==> src/rtl/pifo_calendar_pop_ctrl.sv <==
// Dequeue controller for the calendar PIFO: pops the due head atom into a 2-entry FWFT buffer (data on m_axis next cycle);
// pops stall while the buffer is full and not draining. PIFO_POP_STATS_EN adds saturating pop/blocked counters.
module pifo_calendar_pop_ctrl #(
    parameter int ELEMENT_WIDTH       = 32,
    parameter int ELEMENT_RANK_WIDTH  = 19,
    parameter int RANK_START_POS      = 12,
    parameter int RANK_END_POS        = 30,
    parameter int PIFO_INFO_VALID_POS = 31,
    parameter int TICK_DIV            = 4
) (
    input  logic                          clk,
    input  logic                          rst,
    input  logic                          in_enable,
    input  logic                          in_flush,
    input  logic [ELEMENT_WIDTH-1:0]      in_head_element,
    input  logic                          in_ctl_insert,
    input  logic                          in_cpu_req,
    output logic                          out_ctl_pop,
    output logic                          out_cpu_insert,
    output logic                          out_cpu_stall,
    output logic [ELEMENT_RANK_WIDTH-1:0] out_cur_time,
    output logic [ELEMENT_WIDTH-1:0]      m_axis_tdata,
    output logic                          m_axis_tvalid,
    input  logic                          m_axis_tready,
    output logic                          out_busy
`ifdef PIFO_POP_STATS_EN
    ,
    output logic [31:0]                   out_stat_pops,
    output logic [31:0]                   out_stat_blocked
`endif
);

    localparam int TW = (TICK_DIV > 1) ? $clog2(TICK_DIV) : 1;
    localparam logic [TW-1:0] TICK_LAST = TW'(TICK_DIV - 1);

    typedef enum logic [1:0] {IDLE = 2'd0, RUN = 2'd1, FLUSH = 2'd2} state_t;

    state_t                          state_q, state_d;
    logic                            busy_q;
    logic [TW-1:0]                   tick_q, tick_d;
    logic [ELEMENT_RANK_WIDTH-1:0]   cur_time_q, cur_time_d;
    logic [ELEMENT_WIDTH-1:0]        buf_q [2];
    logic                            rd_ptr_q, wr_ptr_q;
    logic [1:0]                      count_q, count_d;

    logic                            head_vld;
    logic [ELEMENT_RANK_WIDTH-1:0]   head_rank;
    logic [ELEMENT_RANK_WIDTH-1:0]   age;
    logic                            eligible;
    logic                            deq;
    logic                            room;
    logic                            cpu_grant;
    logic                            pop_rank_ok;
    logic                            pop;

    assign head_vld  = in_head_element[PIFO_INFO_VALID_POS];
    assign head_rank = in_head_element[RANK_END_POS:RANK_START_POS];
    // Modular age: a head less than half the time ring behind "now" counts as due.
    assign age       = cur_time_q - head_rank;
    assign eligible  = head_vld & ~age[ELEMENT_RANK_WIDTH-1];

    assign deq         = m_axis_tvalid & m_axis_tready;
    assign room        = (count_q - {1'b0, deq}) < 2'd2;
    assign cpu_grant   = in_cpu_req & ~in_ctl_insert;
    assign pop_rank_ok = ((state_q == RUN) & eligible) | (state_q == FLUSH);
    assign pop         = room & head_vld & ~cpu_grant & pop_rank_ok;

    assign out_ctl_pop    = pop;
    assign out_cpu_insert = cpu_grant;
    assign out_cpu_stall  = in_cpu_req & in_ctl_insert;
    assign out_cur_time   = cur_time_q;
    assign m_axis_tvalid  = (count_q != 2'd0);
    assign m_axis_tdata   = buf_q[rd_ptr_q];
    assign out_busy       = busy_q;

    always_comb begin
        state_d    = state_q;
        tick_d     = tick_q;
        cur_time_d = cur_time_q;
        count_d    = count_q + {1'b0, pop} - {1'b0, deq};
        case (state_q)
            IDLE: begin
                if (in_flush) begin
                    state_d = FLUSH;
                end else if (in_enable) begin
                    state_d = RUN;
                end
            end
            RUN: begin
                if (tick_q == TICK_LAST) begin
                    tick_d     = '0;
                    cur_time_d = cur_time_q + 1'b1;
                end else begin
                    tick_d = tick_q + 1'b1;
                end
                if (in_flush) begin
                    state_d = FLUSH;
                end else if (!in_enable) begin
                    state_d = IDLE;
                end
            end
            FLUSH: begin
                if (!head_vld) begin
                    state_d = in_enable ? RUN : IDLE;
                end
            end
            default: state_d = IDLE;
        endcase
    end

    always_ff @(posedge clk) begin
        if (rst) begin
            state_q    <= IDLE;
            busy_q     <= 1'b0;
            tick_q     <= '0;
            cur_time_q <= '0;
            buf_q[0]   <= '0;
            buf_q[1]   <= '0;
            rd_ptr_q   <= 1'b0;
            wr_ptr_q   <= 1'b0;
            count_q    <= 2'd0;
        end else begin
            state_q    <= state_d;
            busy_q     <= (state_d != IDLE);
            tick_q     <= tick_d;
            cur_time_q <= cur_time_d;
            count_q    <= count_d;
            // Writes always target the slot not being presented, so a stalled beat stays put.
            if (pop) begin
                buf_q[wr_ptr_q] <= in_head_element;
                wr_ptr_q        <= ~wr_ptr_q;
            end
            if (deq) begin
                rd_ptr_q <= ~rd_ptr_q;
            end
        end
    end

`ifdef PIFO_POP_STATS_EN
    logic [31:0] stat_pops_q;
    logic [31:0] stat_blocked_q;
    logic        blocked;

    assign blocked = head_vld & pop_rank_ok & ~room;

    always_ff @(posedge clk) begin
        if (rst) begin
            stat_pops_q    <= '0;
            stat_blocked_q <= '0;
        end else begin
            if (pop && (stat_pops_q != '1)) begin
                stat_pops_q <= stat_pops_q + 32'd1;
            end
            if (blocked && (stat_blocked_q != '1)) begin
                stat_blocked_q <= stat_blocked_q + 32'd1;
            end
        end
    end

    assign out_stat_pops    = stat_pops_q;
    assign out_stat_blocked = stat_blocked_q;
`endif

endmodule
==> config.mk <==
export PLATFORM = sky130hd
export DESIGN_NAME = pifo_calendar_pop_ctrl
export DESIGN_NICKNAME = d
export VERILOG_FILES = /design/src/rtl/pifo_calendar_pop_ctrl.sv
export SDC_FILE = /design/constraint.sdc
export NUM_CORES = 1
export LEC_CHECK = 0
export CORE_MARGIN = 3
export CORE_UTILIZATION = 29
export CTS_BUF_LIST = sky130_fd_sc_hd__clkbuf_4 sky130_fd_sc_hd__clkbuf_8
export DETAILED_ROUTE_END_ITERATION = 16
export GPL_ROUTABILITY_DRIVEN = 1
export GPL_TIMING_DRIVEN = 0
export PLACE_DENSITY_LB_ADDON = 0.12
export RECOVER_POWER = 25
export SYNTH_ARGS = -nofsm -noshare
export SYNTH_HDL_FRONTEND = slang
export SYNTH_SLANG_ARGS = --single-unit
==> constraint.sdc <==
create_clock -name clk -period 4.36 [get_ports clk]
set_input_delay 1.09 -clock clk [delete_from_list [all_inputs] [get_ports clk]]
set_output_delay 1.09 -clock clk [all_outputs]
set_load 0.01 [all_outputs]
==> impl_results.md <==
* Core box area at between 10,000 and 15,000 µm²
* Post-synth EDFFs at 64
* Seq/Total Area, Yosys at 55.5%
* Area growth, synth to finish at 31.4%
* Largest net degree at the start of global routing at 33
* WP data arrival at 3.22 ns
* Fill cells at approximately 1,500
* DR WL/cell at 15.7 µm
* Clk pin slew, worst setup/hold paths at 0.10 ns
* Setup TNS at 0 ns
* Critical path cell sequence: clkdlybuf4s50_1 -> inv_1 -> ha_1 -> nand4_1 -> inv_1 -> a221o_1 -> a211o_1 -> nand3_4 -> clkdlybuf4s15_2
* Clock skew at 0.0211 ns
* CTS H-Tree Depth at 3
* # DRC at 0
* Routed wire length at 10,600 µm
* Status: complete, no violations
* CP dominant cell by count: inv_1
* Crit end category: primary output
* Skew-Pair Late Insertion Delay at 0.37 ns
* Design Power at around 0.0021 W
* Fmax at 232 MHz
* Share of layout cells above drive strength 1 at 13.6%
* Hold Buf Count CTS at 0
* Final Util at ~40%
* Initial core utilization at 30.3%
* RSZ-0062 raised after global routing: no
* Final worst path period need at 4.31 ns
* Vias in the first global route at 3,194
* Ys Warns at 0
* Syn_area_per_cell at 11.9 µm²
* #FFs+latches synth at 93
* Ys flop type: edfxtp_1
* Tightest Pin Transition at around 0.85 ns
* Async S/R FF share, synth at 0%
* Total global-route track usage at 13.1%
* Cell family with most CP delay: buffers and inverters
* Die area at 17,100 µm²
* Final Hold Viols at 0
* Port Buffers at 94
* Initial antenna violation count at 0
* Die height at 131 µm
* Power Dens Cells at 356 nW/µm²
* Syn Inst Count at 379
* Vias at about 3,000
* Mux cell area share after synthesis at 8.66%
* Pins Over Slew Limit at 0
* Fin cells at 677
* Post-Synth Adder-Cell Area at 5.83%
* Synthesized net count at 439
* Sink Count at 93
* Routed Antenna Nets at 0
* Post-Synth XOR/XNOR Area at 4.27%
* Largest family of logic cells by synthesized area: simple AND/OR/NAND/NOR gates
* Relative slew margins at 43.4%
* TritonRoute pass-1 iters at 4
* Global route overflow at 0
* Post-Syn Area at approximately 4500 µm²
* Maximum vdd drop at about 190 µV
* Compound-Gate Fraction of Synth Area at 3.91%
* # rows at 44
* Routability cong. at 0.755
* Synth Area in Simple Gates at 18.1%
* Max-cap violations at 0
* CTS tree: done
* DP Cell Count at 657
* Most frequent cells in the layout: and2_1, edfxtp_1, clkdlybuf4s50_1
* Critical path's largest stage delay at 0.51 ns
* Root Driver: clkbuf_8
* Multi-input gate area at 1890 µm²
* Leak at 2.41 nW
* Slowest CP cell: clkdlybuf4s50_1
* Layout net count at 549
* I/O pins at 95
* # diodes at 0
* CTS Buf Count at 9
* Worst Path Max Fanout at 3
* Buf/Inv on CP at 4
* 1st-iter DRT viols at 98
* Vias per cell at 4.56
* Synth cell types at 41
* CP Data Required Time at 3.27 ns
* HPWL Detailed at roughly 7600 µm
* Crit share post-route at 98.8%
* Worst setup path class: input port to primary output
* First-pass GRT wire length at 16,900 µm
* Final setup viols at 0
* HP Class: flip-flop to flip-flop
* Die width at 131 µm
* Commonest non-fill, non-tap cell in the layout: and2_1
* FF/Latch Area at 2500 µm²
* Critical path startpoint category: input port
* CTS max path bufs at 2
## synthesized netlist by cell type, drive strengths merged (2+ instances only)
cell type / n / share of area [%]
nand2b: 4 / 0.55
and4: 2 / 0.39
nor3: 4 / 0.44
o21ai: 2 / 0.22
nand4: 10 / 1.4
clkbuf: 5 / 0.47
mux2: 32 / 8.0
xor2: 11 / 2.1
and3b: 2 / 0.39
a21oi: 10 / 1.1
ha: 21 / 5.8
xnor2: 11 / 2.1
or2: 2 / 0.28
nand3: 5 / 0.55
dfxtp: 29 / 13
nor2: 32 / 2.7
edfxtp: 64 / 43
a21o: 3 / 0.50
nor2b: 3 / 0.42
or3: 3 / 0.42
inv: 25 / 2.1
mux2i: 3 / 0.67
buf: 8 / 1.2
nand2: 10 / 0.83
and2: 65 / 9.0
## through the flow
stage	hold slack (ns)	area [µm²]	worst slack [ns]
after floorplan	0.465	4510	0.716
final	0.529	5930	0.0516
after CTS	0.527	5880	0.00243
after global routing	0.583	5930	0.00404
after global placement	0.479	5680	-0.533
after detailed placement	0.505	5680	-0.565
## flip-flops by register name, summed over array words and instances (netlist names), named ones only
signal	cells
out_busy	1
count_q	2
tick_q	2
buf_q	64
state_q	2
rd_ptr_q	1
out_cur_time	19
wr_ptr_q	1
## metal layers
layer | track usage (%) | vias up | share of wire (%)
li1 | - | 1535 | -
met1 | 16.8 | 1470 | 46
met2 | 21.4 | 64 | 48
met3 | 2.76 | 15 | 4.0
met4 | 5.75 | 0 | 2.1
met5 | 0 | - | 0
## worst paths after layout
check	cells after the start	slack [ns]	to	startpoint
hold / removal	2	0.53	rd_ptr_q	rd_ptr_q
setup / recovery	9	0.05	out_ctl_pop	in_head_element[29]
setup reg to reg	8	1.27	buf_q[1][11]	count_q[1]
hold reg to reg	2	0.53	rd_ptr_q	rd_ptr_q
## power breakdown
part           switching, W  total [W]  internal (W)
Sequential        0.0000203    0.00103       0.00101
Clock              0.000297   0.000508      0.000211
Combinational      0.000256   0.000578      0.000322
## final cells by class
cell class / instances / area share (%)
plain buffers: 13 / 1.27
clock buffers: 11 / 2.34
clock inverters: 4 / 0.274
inverters: 25 / 1.58
multi-input cells: 248 / 31.8
flip-flops and latches: 93 / 42.2
well taps: 184 / 3.88
repair buffers: 99 / 16.6
## worst reg2reg max path, stage by stage (launching register included)
cell,delay [ns]
dfxtp_1,0.35
or2_2,0.29
and2_1,0.21
ha_1,0.23
xor2_1,0.17
or3_1,0.48
nand3_4,0.15
buf_4,0.13
a21o_2,0.69
## cell families (layout without fill, tap and decap cells)
kind of cell	Yosys count	after routing
and+or+nand+nor	146	146
muxes	35	35
adders and majority gates	21	21
buffers and inverters	38	152
AOI/OAI and AO/OA	24	24
xor gates and xnor gates	22	22
DFF	93	93
## what timing repair did
action	CTS	global route
setup buffers	2	3
pin swaps	2	3
endpoints found under the setup margin	1	1
gates resized for setup	7	6
Note: power is estimated with default switching activity, not from simulation.
